<file path="src/rtl/axis_seq_pkg.sv">
// axis_seq_pkg: shared types for the AXI-Stream burst sequencer.
// Holds the sequencer state encoding and the default counter width.
package axis_seq_pkg;

  localparam int LEN_WIDTH_DEF = 16;

  typedef enum logic [1:0] {
    ST_IDLE,
    ST_RUN,
    ST_GAP,
    ST_DONE
  } seq_state_t;

endpackage

</file>
<file path="src/rtl/axis_seq_gap_timer.sv">
// axis_seq_gap_timer: loadable down-counter timing inter-burst gaps.
// Ports: clk, rst (sync, active-high), load/load_val, dec, tc (count==1).
module axis_seq_gap_timer #(
  parameter int W = 16
) (
  input  logic         clk,
  input  logic         rst,
  input  logic         load,
  input  logic [W-1:0] load_val,
  input  logic         dec,
  output logic         tc
);

  logic [W-1:0] cnt;

  always_ff @(posedge clk) begin
    if (rst) begin
      cnt <= '0;
    end else if (load) begin
      cnt <= load_val;
    end else if (dec && (cnt != '0)) begin
      cnt <= cnt - W'(1);
    end
  end

  // tc at count 1 lets the FSM leave on the following edge,
  // giving exactly load_val idle cycles.
  assign tc = (cnt == W'(1));

endmodule

</file>
<file path="src/rtl/axis_testpattern_burst_sequencer.sv">
// axis_testpattern_burst_sequencer: frames a pattern generator into
// bursts of N beats, M idle cycles apart, K bursts per run (0 = forever).
// Ports: m_axis_aclk, m_axis_areset (sync, high); start/stop pulses;
// cfg_burst_len/cfg_gap_cycles/cfg_num_bursts; gen_enable; s_axis_*
// from generator; m_axis_* to consumer; busy, done, burst_cnt status.
// Build option AXIS_SEQ_SOF_TUSER_EN adds m_axis_tuser (start of burst).
module axis_testpattern_burst_sequencer
  import axis_seq_pkg::*;
#(
  parameter int TDATA_WIDTH = 32,
  parameter int LEN_WIDTH   = LEN_WIDTH_DEF
) (
  input  logic                   m_axis_aclk,
  input  logic                   m_axis_areset,
  input  logic                   start,
  input  logic                   stop,
  input  logic [LEN_WIDTH-1:0]   cfg_burst_len,
  input  logic [LEN_WIDTH-1:0]   cfg_gap_cycles,
  input  logic [LEN_WIDTH-1:0]   cfg_num_bursts,
  output logic                   gen_enable,
  input  logic [TDATA_WIDTH-1:0] s_axis_tdata,
  input  logic                   s_axis_tvalid,
  output logic                   s_axis_tready,
  output logic [TDATA_WIDTH-1:0] m_axis_tdata,
  output logic                   m_axis_tvalid,
  input  logic                   m_axis_tready,
  output logic                   m_axis_tlast,
  output logic                   busy,
  output logic                   done,
  output logic [LEN_WIDTH-1:0]   burst_cnt
`ifdef AXIS_SEQ_SOF_TUSER_EN
  ,
  output logic                   m_axis_tuser
`endif
);

  seq_state_t           state;
  logic [LEN_WIDTH-1:0] len_q;
  logic [LEN_WIDTH-1:0] gap_q;
  logic [LEN_WIDTH-1:0] num_q;
  logic [LEN_WIDTH-1:0] beat_cnt;
  logic [LEN_WIDTH-1:0] bursts_next;
  logic                 stop_pending;
  logic                 run;
  logic                 hs;
  logic                 last_beat;
  logic                 run_end;
  logic                 gap_load;
  logic                 gap_tc;

  assign run = (state == ST_RUN);

  // Zero-latency pass-through, gated by state.
  assign m_axis_tdata  = s_axis_tdata;
  assign m_axis_tvalid = run & s_axis_tvalid;
  assign s_axis_tready = run & m_axis_tready;
  assign gen_enable    = run;

  assign hs           = m_axis_tvalid & m_axis_tready;
  assign last_beat    = (beat_cnt == len_q - LEN_WIDTH'(1));
  assign m_axis_tlast = last_beat & m_axis_tvalid;
  assign bursts_next  = burst_cnt + LEN_WIDTH'(1);

  // A stop arriving with the last beat counts as already pending.
  assign run_end = stop_pending | stop |
                   ((num_q != '0) && (bursts_next == num_q));

  assign gap_load = hs & last_beat & ~run_end & (gap_q != '0);

`ifdef AXIS_SEQ_SOF_TUSER_EN
  assign m_axis_tuser = m_axis_tvalid & (beat_cnt == '0);
`endif

  axis_seq_gap_timer #(
    .W (LEN_WIDTH)
  ) u_gap (
    .clk      (m_axis_aclk),
    .rst      (m_axis_areset),
    .load     (gap_load),
    .load_val (gap_q),
    .dec      (state == ST_GAP),
    .tc       (gap_tc)
  );

  always_ff @(posedge m_axis_aclk) begin
    if (m_axis_areset) begin
      state        <= ST_IDLE;
      len_q        <= LEN_WIDTH'(1);
      gap_q        <= '0;
      num_q        <= '0;
      beat_cnt     <= '0;
      burst_cnt    <= '0;
      stop_pending <= 1'b0;
      busy         <= 1'b0;
      done         <= 1'b0;
    end else begin
      done <= 1'b0;
      unique case (state)
        ST_IDLE: begin
          if (start) begin
            len_q        <= (cfg_burst_len == '0) ?
                            LEN_WIDTH'(1) : cfg_burst_len;
            gap_q        <= cfg_gap_cycles;
            num_q        <= cfg_num_bursts;
            beat_cnt     <= '0;
            burst_cnt    <= '0;
            stop_pending <= 1'b0;
            busy         <= 1'b1;
            state        <= ST_RUN;
          end
        end
        ST_RUN: begin
          if (stop) begin
            stop_pending <= 1'b1;
          end
          if (hs) begin
            if (last_beat) begin
              beat_cnt  <= '0;
              burst_cnt <= bursts_next;
              if (run_end) begin
                state <= ST_DONE;
                done  <= 1'b1;
              end else if (gap_q != '0) begin
                state <= ST_GAP;
              end
            end else begin
              beat_cnt <= beat_cnt + LEN_WIDTH'(1);
            end
          end
        end
        ST_GAP: begin
          if (stop) begin
            state <= ST_DONE;
            done  <= 1'b1;
          end else if (gap_tc) begin
            state <= ST_RUN;
          end
        end
        ST_DONE: begin
          busy         <= 1'b0;
          stop_pending <= 1'b0;
          state        <= ST_IDLE;
        end
        default: begin
          state <= ST_IDLE;
        end
      endcase
    end
  end

endmodule

</file>
<file path="config.mk">
export PLATFORM = sky130hd
export DESIGN_NAME = axis_testpattern_burst_sequencer
export DESIGN_NICKNAME = d
export VERILOG_FILES = /design/src/rtl/axis_seq_pkg.sv /design/src/rtl/axis_seq_gap_timer.sv /design/src/rtl/axis_testpattern_burst_sequencer.sv
export SDC_FILE = /design/constraint.sdc
export NUM_CORES = 1
export LEC_CHECK = 0
export CORE_MARGIN = 2
export CORE_UTILIZATION = 50
export CTS_BUF_LIST = sky130_fd_sc_hd__clkbuf_16
export DETAILED_ROUTE_END_ITERATION = 6
export PLACE_DENSITY = 0.81
export SYNTH_ARGS = -nofsm -noshare
export SYNTH_HDL_FRONTEND = slang
export SYNTH_SLANG_ARGS = --single-unit
</file>
<file path="constraint.sdc">
create_clock -name m_axis_aclk -period 3.88 [get_ports m_axis_aclk]
set_input_delay 0.776 -clock m_axis_aclk [delete_from_list [all_inputs] [get_ports m_axis_aclk]]
set_output_delay 0.776 -clock m_axis_aclk [all_outputs]
set_load 0.01 [all_outputs]
</file>
==> results.md <==
* Fmax at 262 MHz
* CTS Buf Count at 9
* Critical path, cell by cell: inv_1 > ha_2 > or3b_4 > buf_4 > or4_4 > xnor2_1 > a211o_1 > nor4_4 > and3_1 > buf_2
* Post-Syn Instances at 751
* Peak supply drop at 0.000427 V
* Post-route minimum period at 3.81 ns
* Synth async-reset ratio at 0
* Final Hold Violating Endpoints at 0
* Clk slew on worst S/H paths at 0.07 ns
* RePlAce Congestion at 0.937
* Syn_nets at 846
* Failing checks: design-rule violations
* Starting DRT DRC Count at 304
* Avg Vias per Cell at 5.74
* Area Growth Syn to Fin at 16.4%
* Nets at 875
* Grt met2 use at 0.386
* Final period util at 0.982
* Worst r2r src: len_q[1]
* Diodes inserted at 0
* Crit path largest cell delay at 0.48 ns
* Max-Cap Viols at 0
* Initial antenna violation count at 0
* Max clock buf depth at 2
* Total gr overflow at 0
* Post-synth design cell area at 5750 µm²
* CP bufs+invs at 3
* CTS root buffer: clkbuf_16
* Cell Area, Placed at 6400 µm²
* Crit path max fanout at 5
* CTS tree: built
* Met3 Usage GRT at 0.0580
* WL/cell at 15.5 µm
* First-pass GRT wire length at 23,400 µm
* Residual DRC at 1
* Routed WL at 14,300 µm
* Number of synthesized flops with an enable pin at 0
* Hold path depth at 2
* Post-layout util at 0.591
* Detailed placement HPWL at 10,400 µm
* Top-area cell type share of the netlist area at 0.351
* Hold Crit Endpoint: gap_q[12]
* Layout cells sized above 1 at 0.0675
* Post-synthesis sequential area ratio at 0.351
* Vias at 5,323
* Hold_sp: gap_q[12]
* Initial Utilization at 0.508
* Outcome: finished, violations left
* Post-synth top area cell: dfxtp_1
* Cell with the most instances after synthesis: nand2_1
* R2r setup slk at 0.26 ns
* Die area at 12,400 µm²
* Top Ports at 140
* GRT Util Overall at 0.229
* Reg2reg path depth at 14
* Skew-Pair Late Insertion Delay at 0.35 ns
* Worst Setup Start Kind: flop
* Total Power at 0.00381 W
* Worst reg2reg endpoint: burst_cnt[13]
* Fin area at 6700 µm²
* Total clock sinks at 101
* Chip width at 111 µm
* Number of placement rows at 39
* Worst setup margin at 0.0689 ns
* IO Port Bufs at 75
* Pre-CTS setup slack at 0.0857 ns
* GR Util met1 at 0.291
* Synthesized area per cell at 7.66 µm²
* WP data required at 3.10 ns
* Crit end category: output pin
* Yosys reg bits at 101
* Core area at 11,300 µm²
* Delay-heaviest family, CP: simple AND/OR/NAND/NOR gates
* P_leak at 2.44 nW
* Final setup viols at 0
* Slew @ Worst Pin at 0.832 ns
* Hold Path Class: reg -> reg
* Final Slew Violations at 0
* Final Skew at 0.00779 ns
* Busiest grt layer: met2
* DP Cell Count at 911
* Arr. time, crit path at 3.04 ns
* Non-filler cells, final at 928
* Commonest cells in the synthesized netlist: nand2_1 (124), dfxtp_1 (101), nor2_1 (81)
* Synth Warn # at 0
* Chip height at 111 µm
* Synth cell types at 58
* Filler Cell Count at 1,025
* H-tree depth at 3
* Largest net degree at the start of global routing at 81
* Pwr dens at 569 nW/µm²
* Area contributors post-synth: dfxtp_1 (35%), nand2_1 (8.1%), xnor2_1 (6.8%), a21oi_1 (6.5%), nor2_1 (5.3%)
* Slowest cell on the critical path: or4_4
* Iteration count of the initial detailed-routing pass at 7
* Worst setup path start: len_q[1]
* Slew margin rel. at 0.445
* Antenna viol nets, final at 0
* Synth Flop Type: dfxtp_1
* Vias in the first global route at 4,967
* CP Class: reg -> out
cells in the final DEF, fill, tap and decap left out, types with 4 or more instances in the layout:
master             n
and2_1             4
buf_4             18
nor2_1            81
nor3_1            21
a21oi_1           75
nand2_1          124
a211oi_1          16
nand3_1           19
or4_1              7
and3_1            10
inv_1             17
xor2_1            27
ha_1               8
or3_1              5
mux2i_1            9
nor4_1            21
dfxtp_1           98
clkdlybuf4s50_1   73
o21ai_0            8
xnor2_1           45
nand4_1           17
a31oi_1            6
clkbuf_16          9
flip-flops by register name, summed over array words and instances, names as in the netlist:
| register | count |
|---|---|
| beat_cnt | 16 |
| burst_cnt | 16 |
| gap_q | 16 |
| len_q | 16 |
| num_q | 16 |
| u_gap.cnt | 16 |
| state | 2 |
| busy | 1 |
| done | 1 |
| stop_pending | 1 |
timing repair:
item / in CTS / in global routing
gates resized for setup: 4 / 8
hold endpoints to repair: 0 / 0
hold buffers: 0 / 0
pin swaps: 0 / 3
setup endpoints to repair: 1 / 1
buffers inserted: 0 / 2
where the power goes:
group / internal [W] / leakage [nW] / total, W / switching (W)
Combinational: 0.000675 / 1.47 / 0.00155 / 0.000877
Sequential: 0.00123 / 0.823 / 0.00142 / 0.000197
Clock: 0.000434 / 0.143 / 0.000834 / 0.000400
worst reg2reg max path, stage by stage, from the launching register on:
cell	delay (ns)
dfxtp_2	0.34
inv_1	0.05
ha_2	0.17
or3b_4	0.40
buf_4	0.17
or4_4	0.48
xnor2_1	0.13
a211o_1	0.32
nor4_4	0.31
buf_4	0.16
buf_4	0.11
nand3_2	0.15
or4_1	0.52
a21bo_1	0.22
o21ai_2	0.05
how the worst max path moves through the flow:
stage	endpoint	slack, ns	depth (start not counted)
after global placement	m_axis_tlast	0.18	10
after detailed placement	m_axis_tlast	0.09	9
final	m_axis_tlast	0.07	10
after floorplan	m_axis_tlast	0.50	8
after global routing	m_axis_tlast	-0.04	10
after CTS	m_axis_tlast	0.02	10
per-layer routing:
| layer | wire length (µm) | share of wire |
|---|---|---|
| met1 | 6280 | 0.44 |
| met5 | 0 | 0 |
| met4 | 146 | 0.010 |
| met3 | 957 | 0.067 |
| met2 | 6960 | 0.49 |
per-stage QoR:
step | hold WS [ns] | setup TNS (ns)
4_1_cts | 0.476 | 0
3_5_place_dp | 0.466 | 0
6_report | 0.473 | 0
2_1_floorplan | 0.448 | 0
5_1_grt | 0.489 | -0.0392
3_3_place_gp | 0.462 | 0
layout make-up:
type                            count  area, µm²  share of cell area
Inverter                           14       52.6             0.00785
Tap cell                          143        179              0.0267
Clock buffer                        9        225              0.0336
Multi-Input combinational cell    561       3290               0.492
Sequential cell                   101       2030               0.303
Clock inverter                      7       43.8             0.00654
Timing Repair Buffer               93        876               0.131
cell families after synthesis:
family,count (synthesis),share of synthesized area
buffers and inverters,89,0.0794
multiplexers,10,0.0176
flip-flops,101,0.351
XOR/XNOR,72,0.110
AND/OR/NAND/NOR,338,0.282
AO/OA/AOI/OAI,132,0.141
adder cells (fa/ha/maj),9,0.0196
No activity file was read; power rests on OpenSTA's default activity.
